$ cat config.mk
export PLATFORM = sky130hd
export DESIGN_NAME = kd_tree_sequencer
export DESIGN_NICKNAME = d
export VERILOG_FILES = /design/src/rtl/kd_tree_sequencer.sv
export SDC_FILE = /design/constraint.sdc
export NUM_CORES = 1
export LEC_CHECK = 0
export CORE_MARGIN = 10
export CORE_UTILIZATION = 27
export CTS_CLUSTER_DIAMETER = 200
export DETAILED_ROUTE_END_ITERATION = 10
export SYNTH_ARGS = -nofsm -noshare
export SYNTH_HDL_FRONTEND = slang
export SYNTH_SLANG_ARGS = --single-unit
$ cat constraint.sdc
create_clock -name clk -period 1.9 [get_ports clk]
set_input_delay 0.285 -clock clk [delete_from_list [all_inputs] [get_ports clk]]
set_output_delay 0.285 -clock clk [all_outputs]
set_load 0.03 [all_outputs]
$ cat src/rtl/kd_tree_sequencer.sv
// rtl/kd_tree_sequencer.sv - drives a k-d tree build: tree reset, center fill from memory, sort handshake
// Optional watchdog and ERR state: define KD_TREE_SEQ_TIMEOUT_EN.
module kd_tree_sequencer #(
    parameter int COMMAND_SIZE   = 5,
    parameter int DATA_SIZE      = 24,
    parameter int ADDR_W         = 5,
    parameter int TIMEOUT_CYCLES = 4096
) (
    input  logic                    clk,
    input  logic                    reset,
    input  logic                    start,
    output logic                    mem_rd_en,
    output logic [ADDR_W-1:0]       mem_addr,
    input  logic [DATA_SIZE-1:0]    mem_rdata,
    output logic [COMMAND_SIZE-1:0] cmd_to_root,
    output logic [DATA_SIZE-1:0]    data_to_root,
    input  logic [COMMAND_SIZE-1:0] cmd_from_root,
    output logic                    busy,
    output logic                    done,
    output logic                    error
);

    localparam logic [COMMAND_SIZE-1:0] CMD_NOP           = COMMAND_SIZE'(5'h00);
    localparam logic [COMMAND_SIZE-1:0] CMD_RST           = COMMAND_SIZE'(5'h1f);
    localparam logic [COMMAND_SIZE-1:0] CMD_RST_DONE      = COMMAND_SIZE'(5'h1e);
    localparam logic [COMMAND_SIZE-1:0] CMD_CENTER_FILL   = COMMAND_SIZE'(5'h01);
    localparam logic [COMMAND_SIZE-1:0] CMD_FILL_DONE     = COMMAND_SIZE'(5'h05);
    localparam logic [COMMAND_SIZE-1:0] CMD_START_SORTING = COMMAND_SIZE'(5'h09);
    localparam logic [COMMAND_SIZE-1:0] CMD_VALID_SORT    = COMMAND_SIZE'(5'h0f);

    if (TIMEOUT_CYCLES < 2) begin : g_timeout_range
        $error("kd_tree_sequencer: TIMEOUT_CYCLES must be at least 2");
    end

    typedef enum logic [2:0] {
        S_IDLE,
        S_RST_TREE,
        S_FILL,
        S_SORT_START,
        S_SORT_WAIT,
        S_FINISH
`ifdef KD_TREE_SEQ_TIMEOUT_EN
        , S_ERR
`endif
    } state_t;

    state_t                    state_q, state_d;
    logic [COMMAND_SIZE-1:0]   cmd_q, cmd_d;
    logic [DATA_SIZE-1:0]      data_q, data_d;
    logic                      rd_en_q, rd_en_d;
    logic [ADDR_W-1:0]         addr_q, addr_d;
    logic                      busy_q, busy_d;
    logic                      done_q, done_d;
    logic                      error_q, error_d;
    logic                      rd_valid_q;
    logic                      sort_seen_q, sort_seen_d;

`ifdef KD_TREE_SEQ_TIMEOUT_EN
    localparam int WD_W = $clog2(TIMEOUT_CYCLES + 1);
    localparam logic [WD_W-1:0] WD_LAST = WD_W'(TIMEOUT_CYCLES - 1);
    logic [WD_W-1:0] wd_q, wd_d;
    logic            wd_counting;
`endif

    always_comb begin
        state_d     = state_q;
        cmd_d       = CMD_NOP;
        data_d      = '0;
        rd_en_d     = 1'b0;
        addr_d      = addr_q;
        busy_d      = 1'b0;
        done_d      = 1'b0;
        error_d     = 1'b0;
        sort_seen_d = (state_q == S_SORT_START) && (cmd_from_root == CMD_VALID_SORT);

        case (state_q)
            S_IDLE:       if (start) state_d = S_RST_TREE;
            S_RST_TREE:   if (cmd_from_root == CMD_RST_DONE) state_d = S_FILL;
            S_FILL:       if (cmd_from_root == CMD_FILL_DONE) state_d = S_SORT_START;
            S_SORT_START: state_d = S_SORT_WAIT;
            // valid_sort seen during SORT_START is remembered so SORT_WAIT still lasts one cycle
            S_SORT_WAIT:  if (cmd_from_root == CMD_VALID_SORT || sort_seen_q) state_d = S_FINISH;
            S_FINISH:     state_d = S_IDLE;
`ifdef KD_TREE_SEQ_TIMEOUT_EN
            S_ERR:        state_d = S_ERR;
`endif
            default:      state_d = S_IDLE;
        endcase

`ifdef KD_TREE_SEQ_TIMEOUT_EN
        wd_counting = (state_q == S_RST_TREE) || (state_q == S_FILL) || (state_q == S_SORT_WAIT);
        if (wd_counting && state_d == state_q && wd_q == WD_LAST) state_d = S_ERR;
        wd_d = (wd_counting && state_d == state_q) ? wd_q + 1'b1 : '0;
`endif

        // outputs are registered, so they are decoded from the state being entered
        case (state_d)
            S_RST_TREE: begin
                cmd_d  = CMD_RST;
                busy_d = 1'b1;
            end
            S_FILL: begin
                rd_en_d = 1'b1;
                busy_d  = 1'b1;
                addr_d  = (state_q == S_FILL) ? addr_q + 1'b1 : '0;
                if (state_q == S_FILL && rd_valid_q) begin
                    cmd_d  = CMD_CENTER_FILL;
                    data_d = mem_rdata;
                end
            end
            S_SORT_START: begin
                cmd_d  = CMD_START_SORTING;
                busy_d = 1'b1;
            end
            S_SORT_WAIT:  busy_d = 1'b1;
            S_FINISH: begin
                busy_d = 1'b1;
                done_d = 1'b1;
            end
`ifdef KD_TREE_SEQ_TIMEOUT_EN
            S_ERR:        error_d = 1'b1;
`endif
            default: ;
        endcase
    end

    always_ff @(posedge clk) begin
        if (reset) begin
            state_q     <= S_IDLE;
            cmd_q       <= CMD_NOP;
            data_q      <= '0;
            rd_en_q     <= 1'b0;
            addr_q      <= '0;
            busy_q      <= 1'b0;
            done_q      <= 1'b0;
            error_q     <= 1'b0;
            rd_valid_q  <= 1'b0;
            sort_seen_q <= 1'b0;
        end else begin
            state_q     <= state_d;
            cmd_q       <= cmd_d;
            data_q      <= data_d;
            rd_en_q     <= rd_en_d;
            addr_q      <= addr_d;
            busy_q      <= busy_d;
            done_q      <= done_d;
            error_q     <= error_d;
            rd_valid_q  <= rd_en_q;
            sort_seen_q <= sort_seen_d;
        end
    end

`ifdef KD_TREE_SEQ_TIMEOUT_EN
    always_ff @(posedge clk) begin
        if (reset) wd_q <= '0;
        else       wd_q <= wd_d;
    end
`endif

    assign mem_rd_en    = rd_en_q;
    assign mem_addr     = addr_q;
    assign cmd_to_root  = cmd_q;
    assign data_to_root = data_q;
    assign busy         = busy_q;
    assign done         = done_q;
    assign error        = error_q;

endmodule

; ---- Word level (Yosys, flattened, before mapping)
; Cells that the tools add are included.
[word_totals]
regBits = 42
inputBits = 32
out_inout_bits = 38
[op_classes]
addsub = 1
n_eq_ne = 12
n_mux = 11
bitwise = 2
reduce_logical = 6
[op_table]
columns = operator, count
row1 = $pmux W3 S5, 1
row2 = $pmux W5 S3, 1
row3 = $eq A3 B2 Y1 const B, 4
row4 = $mux W3, 4
row5 = $eq A3 B3 Y1 const B, 3
row6 = $eq A3 B1 Y1 const B, 2
row7 = $add A5 B1 Y5 const B, 1
row8 = $eq A5 B3 Y1 const B, 1
row9 = $eq A5 B4 Y1 const B, 1
row10 = $eq A5 B5 Y1 const B, 1
row11 = $mux W5, 1
row12 = $reduce_or A5 Y1, 1
row13 = $mux W1, 4
row14 = $logic_not A3 Y1, 1
row15 = $reduce_or A3 Y1, 1
row16 = $logic_and A1 B1 Y1, 2
row17 = $not A1 Y1, 2
row18 = $logic_or A1 B1 Y1, 1

; ---- Longest topological paths before layout
; Gate-level depths: netlist of the first run.
[depth]
depth_word = 7
depth_mapped = 9
depth_no_buf = 8

; ---- Least setup slack after synthesis of the first run
; Ideal clock, no wire load.
[synth_timing]
path_type = register -> register
from = register state_q[2]
to = register cmd_q[3] (netlist: cmd_to_root[3])
t_arrival_ns = 1.499
t_required_ns = 1.830
setup_slack_ns = 0.332
stages_incl_launch_ff = 9
n_path_buf = 1
path_cell_list = dfxtp_1 > clkbuf_1 > nor2_1 > a21oi_1 > ha_1 > inv_1 > o22ai_1 > nand2b_1 > a21oi_1
[synth_between]
elab_chain_len = 4
word_cells_on_any_way = 14
classes_between = eq/ne: 7 / mux: 6 / reduce/logical: 1
[synth_lines]
columns = element, line
row1 = "start, declared", 47  ; state_t state_q, state_d;
row2 = "start signal, assigned", 140  ; state_q <= state_d;
row3 = $eq A3 B3 Y1 (tied with other cells), 76  ; case (state_q)
row4 = $pmux W3 S5 *, 76
row5 = $eq A3 B2 Y1 / $eq A3 B1 Y1 (equally long branches), 97  ; case (state_d)
row6 = $pmux W5 S3 *, 97
row7 = "end signal, assigned", 141  ; cmd_q <= cmd_d;
row8 = "end, declared", 48  ; logic [COMMAND_SIZE-1:0] cmd_q, cmd_d;
; Every way passes the cells marked *; elsewhere a longest branch is shown, timed or not.
; A chain may end at the register's enable or synchronous reset.

; ---- Final worst setup path of the first run
[layout_timing]
from = input cmd_from_root[3]
to = register addr_q[0] (netlist: mem_addr[0])
[layout_between]
elab_chain_len = 5
word_cells_on_any_way = 9
classes_between = eq/ne: 4 / mux: 4 / reduce/logical: 1
[layout_lines]
columns = element, line
row1 = "start, declared", 17  ; input logic [COMMAND_SIZE-1:0] cmd_from_root,
row2 = $eq A5 B4 Y1, 82  ; S_SORT_WAIT: if (cmd_from_root == CMD_VALID_SORT || sort_seen_q) state_d = S_FINISH;
row3 = $logic_or A1 B1 Y1, 82
row4 = $mux W3, 82
row5 = $pmux W3 S5 *, 76
row6 = $eq A3 B2 Y1 *, 97
row7 = "end signal, assigned", 144  ; addr_q <= addr_d;
row8 = "end, declared", 51  ; logic [ADDR_W-1:0] addr_q, addr_d;
; Marks and branches as above.

==> results of run 1 <==
layer usage:
layer  GRT usage [%]  up-vias  part of all wire (%)
met1           10.59      546                    42
met2           13.71       47                    46
met3           4.399        5                    11
met4           2.211        0                  0.41
met5               0        -                     0
li1                -      653                     -
stage by stage:
step / area [µm²] / setup WS, ns / setup TNS (ns) / cells
floorplan: 1544 / 0.3317 / 0 / 149
global placement: 2340 / -0.04059 / -0.04059 / 291
detailed placement: 2340 / -0.05725 / -0.1962 / 291
CTS: 2417 / 0.1947 / 0 / 298
global route: 2417 / 0.09047 / 0 / 298
finish: 2417 / 0.2216 / 0 / 298
worst min-delay path by stage:
stage                 start         endpoint  slack, ns
2_1_floorplan  mem_rdata[0]  data_to_root[0]       0.41
3_3_place_gp      mem_rd_en       rd_valid_q       0.45
3_5_place_dp      mem_rd_en       rd_valid_q       0.45
4_1_cts           mem_rd_en       rd_valid_q       0.47
5_1_grt           mem_rd_en       rd_valid_q       0.49
6_report          mem_rd_en       rd_valid_q       0.46
registers in the layout, indices dropped and copies added (netlist names):
register / cells
cmd_to_root: 3
state_q: 3
data_to_root: 24
rd_valid_q: 1
mem_rd_en: 1
mem_addr: 5
done: 1
busy: 1
sort_seen_q: 1
power by group:
part,internal (mW),switching (mW),total [mW]
Combinational,0.103,0.0711,0.174
Sequential,0.847,0.00672,0.854
Clock,0.250,0.269,0.518
synth_stat cells:
cell type | count | area share (%)
nor4bb_1 | 1 | 0.65
nor2b_1 | 5 | 2.0
a22o_1 | 1 | 0.57
conb_1 | 1 | 0.24
buf_2 | 2 | 0.65
o21ai_0 | 1 | 0.32
nor3_2 | 2 | 1.3
buf_6 | 3 | 2.2
o31ai_1 | 2 | 0.97
o22ai_1 | 2 | 0.81
and3_1 | 1 | 0.41
buf_4 | 4 | 1.9
nor2_1 | 12 | 2.9
a21oi_2 | 1 | 0.57
a211o_1 | 1 | 0.57
nand4_1 | 1 | 0.41
a21oi_1 | 7 | 2.3
and4b_1 | 2 | 1.3
inv_1 | 2 | 0.49
nand2_1 | 6 | 1.5
nand3b_1 | 1 | 0.49
a21o_1 | 1 | 0.49
ha_1 | 2 | 1.6
or4b_1 | 1 | 0.65
or4_1 | 1 | 0.49
a2111oi_4 | 1 | 1.8
o211ai_1 | 1 | 0.49
dfxtp_1 | 40 | 52
nor3_1 | 1 | 0.32
nand3_1 | 1 | 0.32
or2_1 | 1 | 0.41
and4bb_2 | 1 | 0.81
mux2i_1 | 2 | 1.3
o21a_1 | 1 | 0.49
nand2b_1 | 5 | 2.0
a31oi_1 | 2 | 0.81
o2111ai_1 | 1 | 0.57
and2b_1 | 1 | 0.49
clkbuf_1 | 1 | 0.24
nor4b_4 | 1 | 1.5
and2_1 | 25 | 10
a311o_1 | 1 | 0.65
final cells by class:
cell class | count | area (µm²) | share of cell area, %
Clock inverter | 1 | 5.005 | 0.2070
Multi-Input combinational cell | 97 | 658.1 | 27.23
Timing Repair Buffer | 80 | 783.3 | 32.40
Sequential cell | 40 | 800.8 | 33.13
Clock buffer | 6 | 72.57 | 3.002
Tap cell | 72 | 90.09 | 3.727
Inverter | 2 | 7.507 | 0.3106
worst max-delay path: cells and delay by family:
family,cells,cell delay (ns)
AO/OA/AOI/OAI,2,0.26
AND/OR/NAND/NOR,2,0.79
buffers and inverters,1,0.55
cells by family after synthesis:
family | after synthesis
fa+ha+maj | 2
flops | 40
other cells | 1
compound gates | 23
simple gates | 69
mux | 2
buf+inv | 12
placed cells by master, fill, tap and decap left out, types with 5 or more instances in the layout:
cell type / count
clkdlybuf4s50_1: 68
dfxtp_1: 40
and2_1: 25
nor2_1: 12
buf_4: 11
a21oi_1: 7
nand2_1: 6
nor2b_1: 5
nand2b_1: 5
clkbuf_8: 5
==> impl_metrics.toml, run 1 <==
[outcome]
outcome = "complete, no violations"

[setup_path]
endpoint = "mem_addr[0]"
critPathSlowestCell = "clkdlybuf4s50_1"
critPathArrivalTime_ns = 1.89
end_kind = "flip-flop"
cp-startpoint = "cmd_from_root[3]"
worst-path-max-fanout = 6
reg2reg_from = "state_q[1]"
crit_type = "input port to flip-flop"
r2r_cells = 8
slowest_delay_ns = 0.55
critical_path_required_ns = 2.11
r2r_slack_ns = 0.34
worstPathCellList = "clkdlybuf4s50_1 -> and3_1 -> a21oi_2 -> or4_1 -> a21oi_1"
timing.rr.end = "cmd_to_root[3]"
cp-start-kind = "input port"

[power_and_ir_drop]
leakage_nw = 0.9358
finalPower_mw = 1.546
power_density_nw_per_um2 = 639.7
ir_drop_mv = 0.3803

[yosys]
synth-simple-area-share_pct = 28.12
synth-compound-area-share_pct = 11.35
ys_seq_area_share_pct = 51.86
synthMuxAreaShare_pct = 1.297
synth_area_per_cell_um2 = 10.36
syn_area_um2 = 1544
synth_xor_area_share_pct = 0
synth_fa_ha_area_share_pct = 1.621
synth_top_family_by_area = "simple AND/OR/NAND/NOR gates"
netlist_instances = 149
ys_seq_elements = 40
syn-num-nets = 183
ys_types = 42
yosysWarnings = 0

[grt]
antenna_found_initial = 0
grt_pass1_vias = 1267
track_usage_pct = 8.814
grt_max_degree = 25
grt_overflow = 0
grt_pass1_wl_um = 6410

[flow_run]
cap_violations = 0

[timing]
fmax_ghz = 0.5958
setup_viol = 0
rsz0062_at_grt = "false"
fin_crit_sh_pct = 88.34
hold_viol = 0
layout_min_cycle_time_ns = 1.678
clock_skew_ns = 0.006287
slew_viol_final = 0
hold_ws_ns = 0.4647

[clock_tree]
clk_pin_slew_ns = 0.07
cts_tree = "done"
post_cts_resized = 0
htreeDepth = 2
cts_max_path_buffers = 2
cts_sinks = 40
cts_root_buffer = "clkbuf_8"
cts_hold_buf = 0
clock_latency_ns = 0.28
post-cts-setup-buffer-count = 0
cts_buffers = 5

[detailed_routing]
ant_nets = 0
drc = 0
vias_per_cell = 4.198
vias = 1251
drt-pass1-iter-count = 4
drtIter0Drc = 61
wl_per_cell_um = 13.25
wl_um = 3949

[hold_path]
holdPathStages = 1
worstHoldPathType = "flip-flop to flip-flop"

[finish]
fillers = 571
fin_util_pct = 43.63
nets = 260
syn_to_final_growth_pct = 56.56
diodes = 0
layout-drive-gt1-share_pct = 10.62

[die]
start_util_pct = 27.87
core_um2 = 5540
boundaryPins = 70
die_h_um = 95.62
dieWidth_um = 95.62
dieArea_um2 = 9143
rows = 27

[place]
hpwl_um = 3195
port_buffers = 68
gp_congestion = 0.8114
Power figures use the tool's default switching activity.
==> run 2, diff against run 1 <==
--- a/config.mk
+++ b/config.mk
@@ -5,6 +5,7 @@
 export SDC_FILE = /design/constraint.sdc
 export NUM_CORES = 1
 export LEC_CHECK = 0
+export CAP_MARGIN = 20
 export CORE_MARGIN = 10
 export CORE_UTILIZATION = 27
 export CTS_CLUSTER_DIAMETER = 200
==> results of run 2 <==
The final DEF is identical to that of run 1; final timing and power are the same.
==> run 3, diff against run 2 <==
--- a/config.mk
+++ b/config.mk
@@ -10,6 +10,7 @@
 export CORE_UTILIZATION = 27
 export CTS_CLUSTER_DIAMETER = 200
 export DETAILED_ROUTE_END_ITERATION = 10
+export SETUP_SLACK_MARGIN = 0.3
 export SYNTH_ARGS = -nofsm -noshare
 export SYNTH_HDL_FRONTEND = slang
 export SYNTH_SLANG_ARGS = --single-unit
==> constraint.sdc (replaced) <==
create_clock -name clk -period 1.55 [get_ports clk]
set_input_delay 0.2325 -clock clk [delete_from_list [all_inputs] [get_ports clk]]
set_output_delay 0.2325 -clock clk [all_outputs]
set_load 0.03 [all_outputs]
==> impl_metrics.toml, run 3 (synthesis results as in run 1) <==
[outcome]
outcome = "complete, no violations"

[detailed_routing]
drt-pass1-iter-count = 4
wl_per_cell_um = 13.94
vias = 1365
drtIter0Drc = 21
vias_per_cell = 4.252
ant_nets = 0
drc = 0
wl_um = 4474

[die]
die_h_um = 95.62
start_util_pct = 27.87
dieArea_um2 = 9143
rows = 27
dieWidth_um = 95.62
boundaryPins = 70
core_um2 = 5540

[grt]
grt_max_degree = 23
grt_pass1_vias = 1332
grt_overflow = 0
antenna_found_initial = 0
track_usage_pct = 8.845
grt_pass1_wl_um = 6465

[setup_path]
worst-path-max-fanout = 6
critPathTopFamily = "buffers and inverters"
slowest_delay_ns = 0.40
critPathArrivalTime_ns = 1.71
cp-start-kind = "flip-flop"
crit_type = "flip-flop to flip-flop"
critical_path_required_ns = 1.78
critPathSlowestCell = "dfxtp_4"
worstPathCellList = "nor4b_4 -> buf_4 -> a2111oi_4 -> buf_6 -> clkbuf_16 -> and2_1"
crit_buf_inv = 3
end_kind = "flip-flop"

[finish]
layout_commonest_cell = "dfxtp_1"
layout-drive-gt1-share_pct = 36.55
final_cell_mix = "dfxtp_1, clkdlybuf4s50_1, buf_4, clkdlybuf4s15_1, and2_1"
largest_register_ffs = 24
diodes = 0
multi_input_area_um2 = 804.5
seqCellArea_um2 = 812.0
syn_to_final_growth_pct = 81.28
fillers = 545
nets = 282

[place]
port_buffers = 68
gp_congestion = 0.8288
hpwl_um = 3189

[timing]
layout_min_cycle_time_ns = 1.479
setup_viol = 0
clock_skew_ns = 0.004132
setup_tns_ns = 0
fmax_ghz = 0.6763
hold_ws_ns = 0.4660
slew_viol_final = 0
fin_crit_sh_pct = 95.40
rsz0062_at_grt = "true"
hold_viol = 0

[power_and_ir_drop]
ir_drop_mv = 0.3614
seq_power_share_pct = 49.3
p_clk_share_pct = 39.0
netSwitchingPower_uw = 456.1
sw_frac_of_total_pct = 21.63
power_density_nw_per_um2 = 753.4
share_comb_of_total_power_pct = 11.7
leakage_nw = 1.190
cell_internal_pwr_mw = 1.653

[clock_tree]
cts_tree = "done"
clock_latency_ns = 0.28
cts_max_path_buffers = 2
cts_buffers = 5
cts_sinks = 40
cts_root_buffer = "clkbuf_8"
htreeDepth = 2
clk_pin_slew_ns = 0.07

[flow_run]
cap_violations = 0

[hold_path]
worstHoldPathType = "flip-flop to flip-flop"
run 3: cell count changes in the layout (fill, tap and decap cells not counted), moves of 3 or more:
cell | previous run | this run
clkdlybuf4s50_1 | 68 | 26
clkdlybuf4s15_1 | 0 | 19
buf_4 | 11 | 23
dlygate4sd2_1 | 0 | 12
and2_1 | 25 | 15
and2_4 | 0 | 10
buf_6 | 0 | 7
clkbuf_2 | 0 | 5
a21oi_1 | 7 | 3
clkdlybuf4s15_2 | 0 | 4
dfxtp_1 | 40 | 37
dfxtp_4 | 0 | 3
nor2_1 | 12 | 9
run 3: layout make-up:
class	instances	share of cell area, %
well taps	72	3.219
multi-input cells	97	28.74
clock inverters	2	1.252
clock buffers	6	2.593
repair buffers	102	34.91
inverters	2	0.2682
flip-flops and latches	40	29.01
run 3: path summary, 6_finish.rpt:
| kind | start | to | slack, ns | depth (start not counted) |
|---|---|---|---|---|
| setup / recovery | state_q[2] | data_to_root[21] | 0.07 | 6 |
| hold / removal | mem_rd_en | rd_valid_q | 0.47 | 1 |
| setup reg to reg | state_q[2] | data_to_root[21] | 0.07 | 6 |
| hold reg to reg | mem_rd_en | rd_valid_q | 0.47 | 1 |
run 3: metal layers:
metal	wire, µm	share of wire, %	up-vias	track usage, %
li1	-	-	701	-
met1	1928	43	621	10.04
met2	2171	49	41	14.73
met3	357	8.0	2	3.849
met4	17	0.38	0	2.580
met5	0	0	-	0
run 3: timing repair:
action	in CTS	in global routing
cloned	0	3
endpoints found under the setup margin	73	60
pin swaps	13	24
hold buffers	0	0
gates resized for setup	76	50
buffers inserted	6	5
run 3: through the flow:
| step | total power [mW] | worst slack (ns) | area (µm²) | utilization (%) | std cells |
|---|---|---|---|---|---|
| global route | 2.198 | 0.01552 | 2799 | 50.52 | 321 |
| floorplan | 1.176 | 0.1696 | 1595 | - | 149 |
| finish | 2.109 | 0.07126 | 2799 | 50.52 | 321 |
| CTS | 2.123 | 0.07628 | 2615 | 47.20 | 313 |
| detailed placement | 1.296 | -0.3625 | 2431 | 43.88 | 299 |
| global placement | 1.296 | -0.3210 | 2431 | 43.88 | 299 |
run 3: power groups by stage:
stage                     Clock [mW]  Combinational [mW]  Sequential, mW
after CTS                      0.853               0.230            1.04
after global placement             0               0.224            1.07
after detailed placement           0               0.224            1.07
after global routing           0.892               0.264            1.04
final                          0.822               0.246            1.04
after floorplan                    0              0.0904            1.09
==> edit: new RTL, config.mk and constraints of run 3 <==
The 6 states of `state_t` get a one-hot encoding in 6 bits.
--- a/src/rtl/kd_tree_sequencer.sv
+++ b/src/rtl/kd_tree_sequencer.sv
@@ -32,13 +32,13 @@
         $error("kd_tree_sequencer: TIMEOUT_CYCLES must be at least 2");
     end
 
-    typedef enum logic [2:0] {
-        S_IDLE,
-        S_RST_TREE,
-        S_FILL,
-        S_SORT_START,
-        S_SORT_WAIT,
-        S_FINISH
+    typedef enum logic [5:0] {
+        S_IDLE       = 6'b000001,
+        S_RST_TREE   = 6'b000010,
+        S_FILL       = 6'b000100,
+        S_SORT_START = 6'b001000,
+        S_SORT_WAIT  = 6'b010000,
+        S_FINISH     = 6'b100000
 `ifdef KD_TREE_SEQ_TIMEOUT_EN
         , S_ERR
 `endif
Check against the original RTL: same outputs for any inputs over 10 cycles, from zero or initial values and one cycle with reset high; not proved beyond that.
==> edit against run 3 <==
  * The flow now finishes with violations (setup timing)
  * Power rose by 10%
  * Synthesized area is 0.81% higher
  * Routed wire length decreased by 1.8%
  * Critical path depth unchanged
  * Via count is 1.5% lower
  * Sequential cell count increased by 3
  * Cell area down 0.22%
  * Core utilization decreased by 0.11 points
  * Worst setup slack lost 210 ps
==> edit: results (changes against run 3) <==
Synth
  – Synthesized area per cell: 10.7 µm² (+3.6%)
  – Syn Nets: 178 (-2.7%)
  – Compound-gate portion of the synthesized area: 10.4% (-0.98 points)
  – Ys async rst share: 0% (unchanged)
  – Sequential element share of the synthesized area: 55.3% (+3.4 points)
  – Area contributors post-synth: dfxtp_1 (55%), and2_1 (9.6%), xnor2_1 (2.3%)
  – Post-Synth XOR/XNOR Area: 2.25% (+2.3 points)
  – Synth top cells by count: dfxtp_1 (43), and2_1 (24), nand2_1 (7), nor2_1 (7), nand3_1 (6)
  – Synth Area in Adders: 0.804% (-0.82 points)
  – Mux cell area share after synthesis: 0% (-1.3 points)
  – Distinct cell type count after synthesis: 37 (-12%)
  – Synth warn: 0 (unchanged)

Global routing
  – First-pass GRT wire length: 6800 µm (+5.1%)
  – Initial antenna violation count: 0 (unchanged)
  – Met2 Track Usage GR: 16.4% (+1.6 points)
  – Met3 usage: 3.74% (-0.11 points)
  – Grt met1 use: 10.1% (+0.055 points)
  – GR Util All Layers: 9.44% (+0.59 points)
  – Vias in the first global route: 1433 (+7.6%)
  – Largest net degree at the start of global routing: 25 (+8.7%)

Final layout
  – Antenna cells: 0 (unchanged)
  – Layout net count: 280 (-0.71%)
  – Layout cells sized above 1: 41.1% (+4.6 points)

Status
  – Failing checks: setup timing
  – Status: finished with violations

Setup path
  – Max FO, Critical Path: 24 (+18)
  – Critical path arrival: 1920 ps (+210 ps)
  – Worst setup path class: reg2reg
  – RR Endpoint: data_to_root[22]

Clock tree
  – Buffer levels on the longest clock path: 2 (unchanged)
  – Clock slew at reported path FFs: roughly 80 ps
  – Num CTS Buffers: 5 (unchanged)
  – H-tree depth: 2 (unchanged)

Power
  – Worst-case vdd ir drop: 0.433 mV (+20%)
  – Leakage: 1.16 nW (-2.6%)

Placed design
  – Post-placement cell area: 2480 µm² (+2.2%)
  – Pre-CTS setup slack: -448 ps (-85.1 ps)
  – Placed Instances: 302 (+1.0%)
  – Gp weighted congestion: 0.737 (-11%)
  – HPWL after DPL: 3380 µm (+5.9%)

Drt
  – Routed wl met3: 304 µm (-15%)
  – WL met2: 2240 µm (+3.3%)
  – M1 wire length: 1800 µm (-6.7%)
  – Via count: 1344 (-1.5%)
  – WL per Instance: 13.7 µm (-1.5%)
  – Post-Route WL: 4390 µm (-1.8%)
  – Highest metal used: met4
  – Pre-antenna DRT Iters: 4 (unchanged)

Hold path
  – Hold endpoint: rd_valid_q
  – Hold crit path type: reg2reg

STA
  – Final setup viols: 28 (+28)
  – Worst Skew: 4.65 ps (+0.515 ps)
  – Final worst slack: -138 ps (-209 ps)
## edit: report_power, final
group	total [W]	internal, W	switching, W
clock network	0.000868	0.000480	0.000388
logic	0.000334	0.000192	0.000142
registers	0.00113	0.00112	0.0000118
total	0.00233	0.00179	0.000542
## edit: through the flow
step,hold slack [ps],total power [W],TNS (ps),util (%)
after floorplan,304,0.00127,-4570,-
after CTS,477,0.00235,-2360,50.5
final,472,0.00233,-3210,50.4
after global routing,478,0.00243,-6520,50.4
after global placement,454,0.00143,-11560,44.8
after detailed placement,465,0.00143,-12680,44.8
## edit: worst max path at each step
stage | endpoint | slack (ps) | cells past startpoint
2_1_floorplan | data_to_root[10] | -200 | 8
3_3_place_gp | data_to_root[19] | -400 | 7
3_5_place_dp | data_to_root[22] | -450 | 7
4_1_cts | data_to_root[22] | -110 | 6
5_1_grt | data_to_root[15] | -250 | 6
6_report | data_to_root[22] | -140 | 6
## edit: area by class of cell
class,count,area [µm²]
multi-input cells,89,791
fillers,524,2750
flip-flops and latches,43,876
clock inverters,3,43.8
repair buffers,104,908
well taps,72,90.1
inverters,4,15.0
clock buffers,5,68.8
## edit: repair_timing
item                                    4_1_cts  5_1_grt
endpoints found under the setup margin       75       68
cloned                                        0        0
pin swaps                                    13        9
gates resized for setup                     117       40
buffers inserted                              7        3
## edit: worst max-delay path, cell delays in order, from the launching register on
cell,delay [ps]
dfxtp_4,390
nor4b_4,370
a41oi_2,160
a41oi_2,200
and3_4,240
buf_12,140
and2_1,130
## edit: kinds of logic after synthesis
logic type / after synthesis
fa+ha+maj: 1
flops: 43
buf+inv: 13
xor+xnor: 4
other cells: 1
compound gates: 20
simple gates: 63
